## config.mk

```make
export PLATFORM = sky130hd
export DESIGN_NAME = delay_tap_sequencer_flat
export DESIGN_NICKNAME = d
export VERILOG_FILES = /design/src/rtl/delay_tap_sequencer_pkg.sv /design/src/rtl/delay_tap_sequencer_if.sv /design/src/rtl/delay_tap_sequencer_mux.sv /design/src/rtl/delay_tap_sequencer.sv /design/src/flat_wrapper.sv
export SDC_FILE = /design/constraint.sdc
export NUM_CORES = 1
export LEC_CHECK = 0
export CORE_MARGIN = 2
export CORE_UTILIZATION = 50
export DETAILED_ROUTE_END_ITERATION = 6
export PLACE_DENSITY = 0.82
export SLEW_MARGIN = 20
export SYNTH_ARGS = -nofsm -noshare
export SYNTH_HDL_FRONTEND = slang
export SYNTH_SLANG_ARGS = --single-unit
```

## constraint.sdc

```tcl
create_clock -name clock -period 6.9 [get_ports clock]
set_clock_uncertainty 0.2 [all_clocks]
set_input_delay 1.035 -clock clock [delete_from_list [all_inputs] [get_ports clock]]
set_output_delay 1.035 -clock clock [all_outputs]
set_load 0.05 [all_outputs]
```

## src/rtl/delay_tap_sequencer_pkg.sv

```systemverilog
// Shared delay-line definitions: tap count, line depths, sequencer state type.
// Latency: n/a (constants and a pure lookup function).
// Backpressure: n/a.
package delay_line_pkg;

  localparam int TAP_COUNT = 4;
  localparam int MAX_DEPTH = 90;
  localparam int FILL_W    = 7;

  typedef logic [FILL_W-1:0] fill_t;
  typedef logic [1:0]        tap_t;

  // Stage count of each free-running line, indexed by tap number.
  localparam fill_t TAP_DEPTH [TAP_COUNT] = '{7'd30, 7'd45, 7'd60, 7'd90};

  typedef enum logic [1:0] {
    IDLE = 2'd0,
    FILL = 2'd1,
    RUN  = 2'd2,
    HOLD = 2'd3
  } state_t;

  function automatic fill_t tap_depth(input tap_t k);
    return TAP_DEPTH[k];
  endfunction

endpackage

```

## src/rtl/delay_tap_sequencer_if.sv

```systemverilog
// Tap-select request handshake plus tap sample bus and qualified output sample.
// Latency: n/a (signal bundle only).
// Backpressure: requests stall while req_ready is low. Optional switch_count under DELAY_SEQ_STATUS_EN.
interface delay_tap_sequencer_if #(
  parameter int WIDTH = 8
);
  import delay_line_pkg::*;

  logic [4*WIDTH-1:0] taps_in;
  logic               req_valid;
  tap_t               req_tap;
  logic               req_ready;
  tap_t               tap_sel;
  logic [WIDTH-1:0]   data_out;
  logic               data_valid;
  logic               busy;
`ifdef DELAY_SEQ_STATUS_EN
  logic [7:0]         switch_count;
`endif

`ifdef DELAY_SEQ_STATUS_EN
  modport master (
    output taps_in, req_valid, req_tap,
    input  req_ready, tap_sel, data_out, data_valid, busy, switch_count
  );
  modport slave (
    input  taps_in, req_valid, req_tap,
    output req_ready, tap_sel, data_out, data_valid, busy, switch_count
  );
`else
  modport master (
    output taps_in, req_valid, req_tap,
    input  req_ready, tap_sel, data_out, data_valid, busy
  );
  modport slave (
    input  taps_in, req_valid, req_tap,
    output req_ready, tap_sel, data_out, data_valid, busy
  );
`endif

endinterface

```

## src/rtl/delay_tap_sequencer_mux.sv

```systemverilog
// Combinational select of one tap sample out of the packed tap bus.
// Latency: 0 cycles (pure combinational).
// Backpressure: none.
module delay_tap_mux
  import delay_line_pkg::*;
#(
  parameter int WIDTH = 8
) (
  input  logic [4*WIDTH-1:0] taps_in,
  input  tap_t               sel,
  output logic [WIDTH-1:0]   sample
);

  // Pick tap k from bits [WIDTH*k +: WIDTH].
  always_comb begin
    sample = taps_in[0 +: WIDTH];
    case (sel)
      2'd0: sample = taps_in[0*WIDTH +: WIDTH];
      2'd1: sample = taps_in[1*WIDTH +: WIDTH];
      2'd2: sample = taps_in[2*WIDTH +: WIDTH];
      2'd3: sample = taps_in[3*WIDTH +: WIDTH];
      default: sample = taps_in[0 +: WIDTH];
    endcase
  end

endmodule

```

## src/rtl/delay_tap_sequencer.sv

```systemverilog
// Tap-select sequencer: fill tracking, hold-on-switch, registered qualified output sample.
// Latency: 1 cycle taps_in -> data_out; tap switch costs HOLD_CYCLES + 1 when the new line is filled.
// Backpressure: req_ready is low in IDLE/HOLD; it is a flop, never a comb function of req_valid.
// Optional: DELAY_SEQ_STATUS_EN adds switch_count on the interface.
module delay_tap_sequencer
  import delay_line_pkg::*;
#(
  parameter int WIDTH       = 8,
  parameter int HOLD_CYCLES = 2
) (
  input logic                  clock,
  input logic                  reset,
  input logic                  enable,
  delay_tap_sequencer_if.slave bus
);

  localparam logic [3:0] HOLD_INIT = 4'(HOLD_CYCLES - 1);
  localparam fill_t      FILL_MAX  = fill_t'(MAX_DEPTH);

  state_t           state;
  state_t           next_state;
  tap_t             tap_sel_q;
  tap_t             pending_q;
  fill_t            fill_cnt;
  logic [3:0]       hold_cnt;
  logic [WIDTH-1:0] data_out_q;
  logic             data_valid_q;
  logic             req_ready_q;
  logic             busy_q;
  logic [WIDTH-1:0] tap_sample;

  logic             accept;
  logic             switch_req;
  logic             hold_done;
  logic             hold_exit;
  logic             filled_cur;
  logic             filled_pend;
  logic             ready_d;
  logic             busy_d;
  logic             load_run;
  logic             clear_data;

  delay_tap_mux #(.WIDTH(WIDTH)) u_mux (
    .taps_in (bus.taps_in),
    .sel     (tap_sel_q),
    .sample  (tap_sample)
  );

  // Handshake and fill qualifiers; enable low blocks acceptance outright.
  always_comb begin
    accept      = bus.req_valid && req_ready_q && enable;
    switch_req  = accept && (bus.req_tap != tap_sel_q);
    hold_done   = (hold_cnt == 4'd0);
    hold_exit   = (state == HOLD) && (!enable || hold_done);
    filled_cur  = (fill_cnt >= tap_depth(tap_sel_q));
    filled_pend = (fill_cnt >= tap_depth(pending_q));
  end

  // State register.
  always_ff @(posedge clock or posedge reset) begin
    if (reset) state <= FILL;
    else       state <= next_state;
  end

  // Next state: enable low overrides everything; a switch beats the fill-complete move.
  always_comb begin
    next_state = state;
    if (!enable) begin
      next_state = IDLE;
    end else begin
      case (state)
        IDLE: next_state = FILL;
        FILL: begin
          if (switch_req)      next_state = HOLD;
          else if (filled_cur) next_state = RUN;
        end
        RUN: begin
          if (switch_req) next_state = HOLD;
        end
        HOLD: begin
          if (hold_done) next_state = filled_pend ? RUN : FILL;
        end
        default: next_state = IDLE;
      endcase
    end
  end

  // Output decode from the next state so the flops below line up with the state register.
  always_comb begin
    ready_d    = (next_state == FILL) || (next_state == RUN);
    busy_d     = (next_state == HOLD);
    clear_data = (next_state == IDLE) || (next_state == FILL);
    // Coming out of HOLD the sample stays frozen one more cycle; the new tap is captured next edge.
    load_run   = (next_state == RUN) && ((state == RUN) || (state == FILL));
  end

  // Tap selection, pending latch and hold countdown; an aborted hold still applies the pending tap.
  always_ff @(posedge clock or posedge reset) begin
    if (reset) begin
      tap_sel_q <= 2'd0;
      pending_q <= 2'd0;
      hold_cnt  <= 4'd0;
    end else begin
      if (switch_req) begin
        pending_q <= bus.req_tap;
        hold_cnt  <= HOLD_INIT;
      end else if ((state == HOLD) && !hold_done) begin
        hold_cnt <= hold_cnt - 4'd1;
      end
      if (hold_exit) tap_sel_q <= pending_q;
    end
  end

  // Fill tracker: the lines free-run, so this counts regardless of enable.
  always_ff @(posedge clock or posedge reset) begin
    if (reset)                     fill_cnt <= '0;
    else if (fill_cnt != FILL_MAX) fill_cnt <= fill_cnt + 7'd1;
  end

  // Registered outputs: sample, its qualifier, and the handshake/busy flags.
  always_ff @(posedge clock or posedge reset) begin
    if (reset) begin
      data_out_q   <= '0;
      data_valid_q <= 1'b0;
      req_ready_q  <= 1'b0;
      busy_q       <= 1'b0;
    end else begin
      req_ready_q <= ready_d;
      busy_q      <= busy_d;
      if (clear_data) begin
        data_out_q   <= '0;
        data_valid_q <= 1'b0;
      end else if (load_run) begin
        data_out_q   <= tap_sample;
        data_valid_q <= 1'b1;
      end else begin
        data_valid_q <= 1'b0;
      end
    end
  end

`ifdef DELAY_SEQ_STATUS_EN
  logic [7:0] switch_count_q;

  // Completed-switch counter, saturating; aborted holds count as completed.
  always_ff @(posedge clock or posedge reset) begin
    if (reset)                                  switch_count_q <= 8'd0;
    else if (hold_exit && switch_count_q != 8'hFF) switch_count_q <= switch_count_q + 8'd1;
  end

  assign bus.switch_count = switch_count_q;
`endif

  assign bus.req_ready  = req_ready_q;
  assign bus.busy       = busy_q;
  assign bus.tap_sel    = tap_sel_q;
  assign bus.data_out   = data_out_q;
  assign bus.data_valid = data_valid_q;

endmodule

```

## src/flat_wrapper.sv

```systemverilog
// flat-port wrapper written by rule: the top's interface ports become plain ports
module delay_tap_sequencer_flat import delay_line_pkg::*;
#(
  parameter int WIDTH       = 8,
  parameter int HOLD_CYCLES = 2
)
  (clock, reset, enable, bus_taps_in, bus_req_valid, bus_req_tap, bus_req_ready, bus_tap_sel, bus_data_out, bus_data_valid, bus_busy);
  delay_tap_sequencer_if #(.WIDTH(WIDTH)) bus_i ();
  input logic clock;
  input logic reset;
  input logic enable;
  input wire logic [$bits(bus_i.taps_in)-1:0] bus_taps_in;
  input wire logic [$bits(bus_i.req_valid)-1:0] bus_req_valid;
  input wire logic [$bits(bus_i.req_tap)-1:0] bus_req_tap;
  output wire logic [$bits(bus_i.req_ready)-1:0] bus_req_ready;
  output wire logic [$bits(bus_i.tap_sel)-1:0] bus_tap_sel;
  output wire logic [$bits(bus_i.data_out)-1:0] bus_data_out;
  output wire logic [$bits(bus_i.data_valid)-1:0] bus_data_valid;
  output wire logic [$bits(bus_i.busy)-1:0] bus_busy;
  assign bus_i.taps_in = bus_taps_in;
  assign bus_i.req_valid = bus_req_valid;
  assign bus_i.req_tap = bus_req_tap;
  assign bus_req_ready = bus_i.req_ready;
  assign bus_tap_sel = bus_i.tap_sel;
  assign bus_data_out = bus_i.data_out;
  assign bus_data_valid = bus_i.data_valid;
  assign bus_busy = bus_i.busy;
  delay_tap_sequencer #(.WIDTH(WIDTH), .HOLD_CYCLES(HOLD_CYCLES)) u_core (.clock(clock), .reset(reset), .enable(enable), .bus(bus_i));
endmodule
```

==> run_results.csv <==
group,metric,value,unit
run_status,status,"completed",
critical_path,path_max_fanout,10,
timing,finalSetupViolCount,0,
critical_path,cp.arrival,3.84,ns
drt,drcViolationCount,0,
min_path,hold_path_class,"reg2reg",
drt,wirelength,4190,um
yosys,synth.distinct_cells,40,
yosys,syn_nets,264,
yosys,synthSimpleGateAreaFrac,0.162,
timing,fin_crit,3.84,ns
yosys,synthMuxAreaShare,0.0172,
floorplanning,pin_count,51,
clock_tree,cts-resized-gates,0,
clock_tree,cts_num_sinks,28,
timing,fin_crit_sh,0.556,
placed_design,io_buffers,50,
pwr,switching_share,0.364,
global_routing,grt_usage,0.220,
floorplanning,die_x,65.6,um
yosys,synth_top_family_by_area,"compound AO/OA/AOI/OAI gates",
timing,relSlewSlack,0.593,
critical_path,startpoint,"u_core.bus.tap_sel[1]",
critical_path,r2r_cells,13,
clock_tree,cts_root_buffer,"clkbuf_8",
critical_path,regToRegSetupSlack,3.06,ns
drt,num_vias,1579,
critical_path,timing_worst_setup_path_type,"reg2reg",
pwr,peakVddDrop,0.186,mV
layout,layout_commonest_cell,"clkdlybuf4s50_1",
min_path,holdPathEnd,"u_core.bus.data_out[2]",
clock_tree,clk_path_buf_depth,2,
timing,tightest_slew,0.611,ns
floorplanning,die_y,65.6,um
layout,layout_common_cells,"50 x clkdlybuf4s50_1, 33 x nand2_1, 27 x ha_1, 27 x dfrtp_1, 15 x inv_1",
timing,fmax,260,MHz
run,cap_violations,0,
critical_path,crit_path_end_kind,"flip-flop",
critical_path,required,6.90,ns
global_routing,grt_pass1_vias,1620,
yosys,ys.flop_type,"dfrtp_1",
global_routing,grt_remaining_overflow,0,
floorplanning,dieArea,4300,sq um
global_routing,grt_pass1_wl,7340,um
pwr,seq_power_share,0.340,
yosys,ys_seq_area_frac,0.370,
pwr,pwr-share-clk,0.221,
placed_design,place_congestion,0.752,
layout,area_delta_synth_final,32.5,%
drt,ant_nets,0,
yosys,ys_seq_elements,28,
drt,drt_iter0_drc,59,
layout,drive_gt1_frac,0.0562,
placed_design,post_dp_cell_area,2440,sq um
layout,final_nets,315,
layout,final_core_util,0.686,
layout,design_area,2510,sq um
clock_tree,postCtsSetupRepairBufs,0,
global_routing,antenna_found_initial,0,
clock_tree,cts-hold-fix-buffers,0,
timing,maxSlewViolCount,0,
placed_design,dp_hpwl,3270,um
critical_path,worstSetupStartpointType,"flip-flop",
drt,detail_route.wl_per_cell,14.1,um
yosys,syn_area,1900,sq um
pwr,combPwrFrac,0.438,
floorplanning,core,3660,sq um
clock_tree,htreeDepth,1,
yosys,yosysWarningCount,0,
yosys,synthCells,199,
timing,rsz0062_at_grt,"false",
global_routing,grt_max_degree,29,
clock_tree,clk_pin_slew,0.10,ns
critical_path,r2r_end,"u_core.bus.data_out[4]",
timing,fin_setup_tns,0,ns
yosys,yosys.area_share.xor_xnor,0.0508,
drt,vias_per_cell,5.32,
clock_tree,tritoncts,"done",
yosys,async_flop_share,1.00,
clock_tree,insertion_delay,0.28,ns
yosys,synth_edf_count,0,
clock_tree,cts_made_buffers,3,
critical_path,r2r_start,"u_core.bus.tap_sel[1]",
min_path,hold_path_depth,2,
pwr,power_density,234,nW/um^2
pwr,power_switching,0.000214,W
floorplanning,start_util,0.518,
pwr,power_leakage,1.11,nW
min_path,holdCritStartpoint,"u_core.bus.data_out[2]",
timing,finalHoldViolations,0,
yosys,synth-adder-area-share,0.178,
layout,diodes,0,
yosys,synth_compound_area_frac,0.182,
drt,dr.pass1.iters,5,
floorplanning,row_count,22,
pwr,internal_power,0.000374,W
yosys,synth.avg_cell_area,9.53,sq um
[logic make-up (layout without fill, tap and decap cells)]
| kind of cell | count (synthesis) | count (layout) |
|---|---|---|
| fa+ha+maj | 27 | 27 |
| compound gates | 46 | 46 |
| flops | 28 | 28 |
| simple gates | 64 | 64 |
| xor+xnor | 11 | 11 |
| mux | 3 | 3 |
| buf+inv | 20 | 70 |
[layer usage]
| layer | global-route usage | part of all wire |
|---|---|---|
| met1 | 0.287 | 0.46 |
| met2 | 0.369 | 0.45 |
| met3 | 0.0411 | 0.073 |
| met4 | 0.0703 | 0.014 |
| met5 | 0 | 0 |
[how the worst max path moves through the flow]
stage	to	slack, ns	depth (start not counted)
after floorplan	u_core.bus.data_out[0]	3.27	13
after global placement	u_core.bus.data_out[0]	2.86	10
after detailed placement	u_core.bus.data_out[4]	2.78	10
after CTS	u_core.bus.data_out[4]	3.02	13
after global routing	u_core.bus.data_out[4]	2.76	13
final	u_core.bus.data_out[4]	3.06	13
[state kept, by name, indices dropped and copies added, names as in the netlist]
signal,cells
u_core.state,2
u_core.hold_cnt,4
u_core.bus.busy,1
u_core.bus.data_valid,1
u_core.bus.req_ready,1
u_core.pending_q,2
u_core.bus.data_out,8
u_core.bus.tap_sel,2
u_core.fill_cnt,7
[power groups by stage]
stage	sequential [W]	combinational [W]	clock, W
5_1_grt	0.000204	0.000291	0.000139
4_1_cts	0.000200	0.000261	0.000133
3_5_place_dp	0.000203	0.000256	0
3_3_place_gp	0.000203	0.000249	0
6_report	0.000200	0.000258	0.000130
2_1_floorplan	0.000216	0.000166	0
[critical path: stages, from the launching register on]
cell	delay [ns]
dfrtp_1	0.50
inv_1	0.11
ha_1	0.31
inv_1	0.05
ha_1	0.28
a21o_1	0.18
a21o_1	0.20
a2111oi_2	0.40
o221ai_2	0.26
nor2b_1	0.22
ha_1	0.20
a21oi_1	0.51
nand2_1	0.13
a21boi_0	0.20
[through the flow]
| step | worst slack, ns | std cells | total power [W] | hold WS (ns) |
|---|---|---|---|---|
| floorplan | 3.27 | 199 | 0.000382 | 0.294 |
| global placement | 2.86 | 293 | 0.000451 | 0.326 |
| detailed placement | 2.78 | 293 | 0.000459 | 0.339 |
| CTS | 3.02 | 297 | 0.000594 | 0.354 |
| global route | 2.76 | 297 | 0.000635 | 0.370 |
| finish | 3.06 | 297 | 0.000588 | 0.351 |
[cell type report]
| cell class | count | area, sq um |
|---|---|---|
| Sequential cell | 28 | 702 |
| Multi-Input combinational cell | 151 | 1120 |
| Fill cell | 279 | 1150 |
| Clock inverter | 1 | 30.0 |
| Inverter | 16 | 60.1 |
| Clock buffer | 3 | 41.3 |
| Timing Repair Buffer | 50 | 500 |
| Tap cell | 48 | 60.1 |
[cells in the mapped netlist, types with 2 or more instances]
| cell | number | area [sq um] |
|---|---|---|
| a21oi_1 | 8 | 40.0 |
| nand2b_1 | 2 | 12.5 |
| inv_1 | 16 | 60.1 |
| a222oi_1 | 8 | 80.1 |
| xor2_1 | 3 | 26.3 |
| nand2_1 | 33 | 124 |
| ha_1 | 27 | 338 |
| o21ai_0 | 11 | 55.1 |
| clkbuf_1 | 3 | 11.3 |
| and4_1 | 2 | 17.5 |
| xnor2_1 | 8 | 70.1 |
| nor2_1 | 8 | 30.0 |
| a21o_1 | 2 | 15.0 |
| a21boi_0 | 7 | 52.6 |
| nor2b_1 | 4 | 25.0 |
| nand3_1 | 6 | 30.0 |
| dfrtp_1 | 27 | 676 |
| mux2_2 | 2 | 22.5 |
No activity file was read; power rests on OpenSTA's default activity.
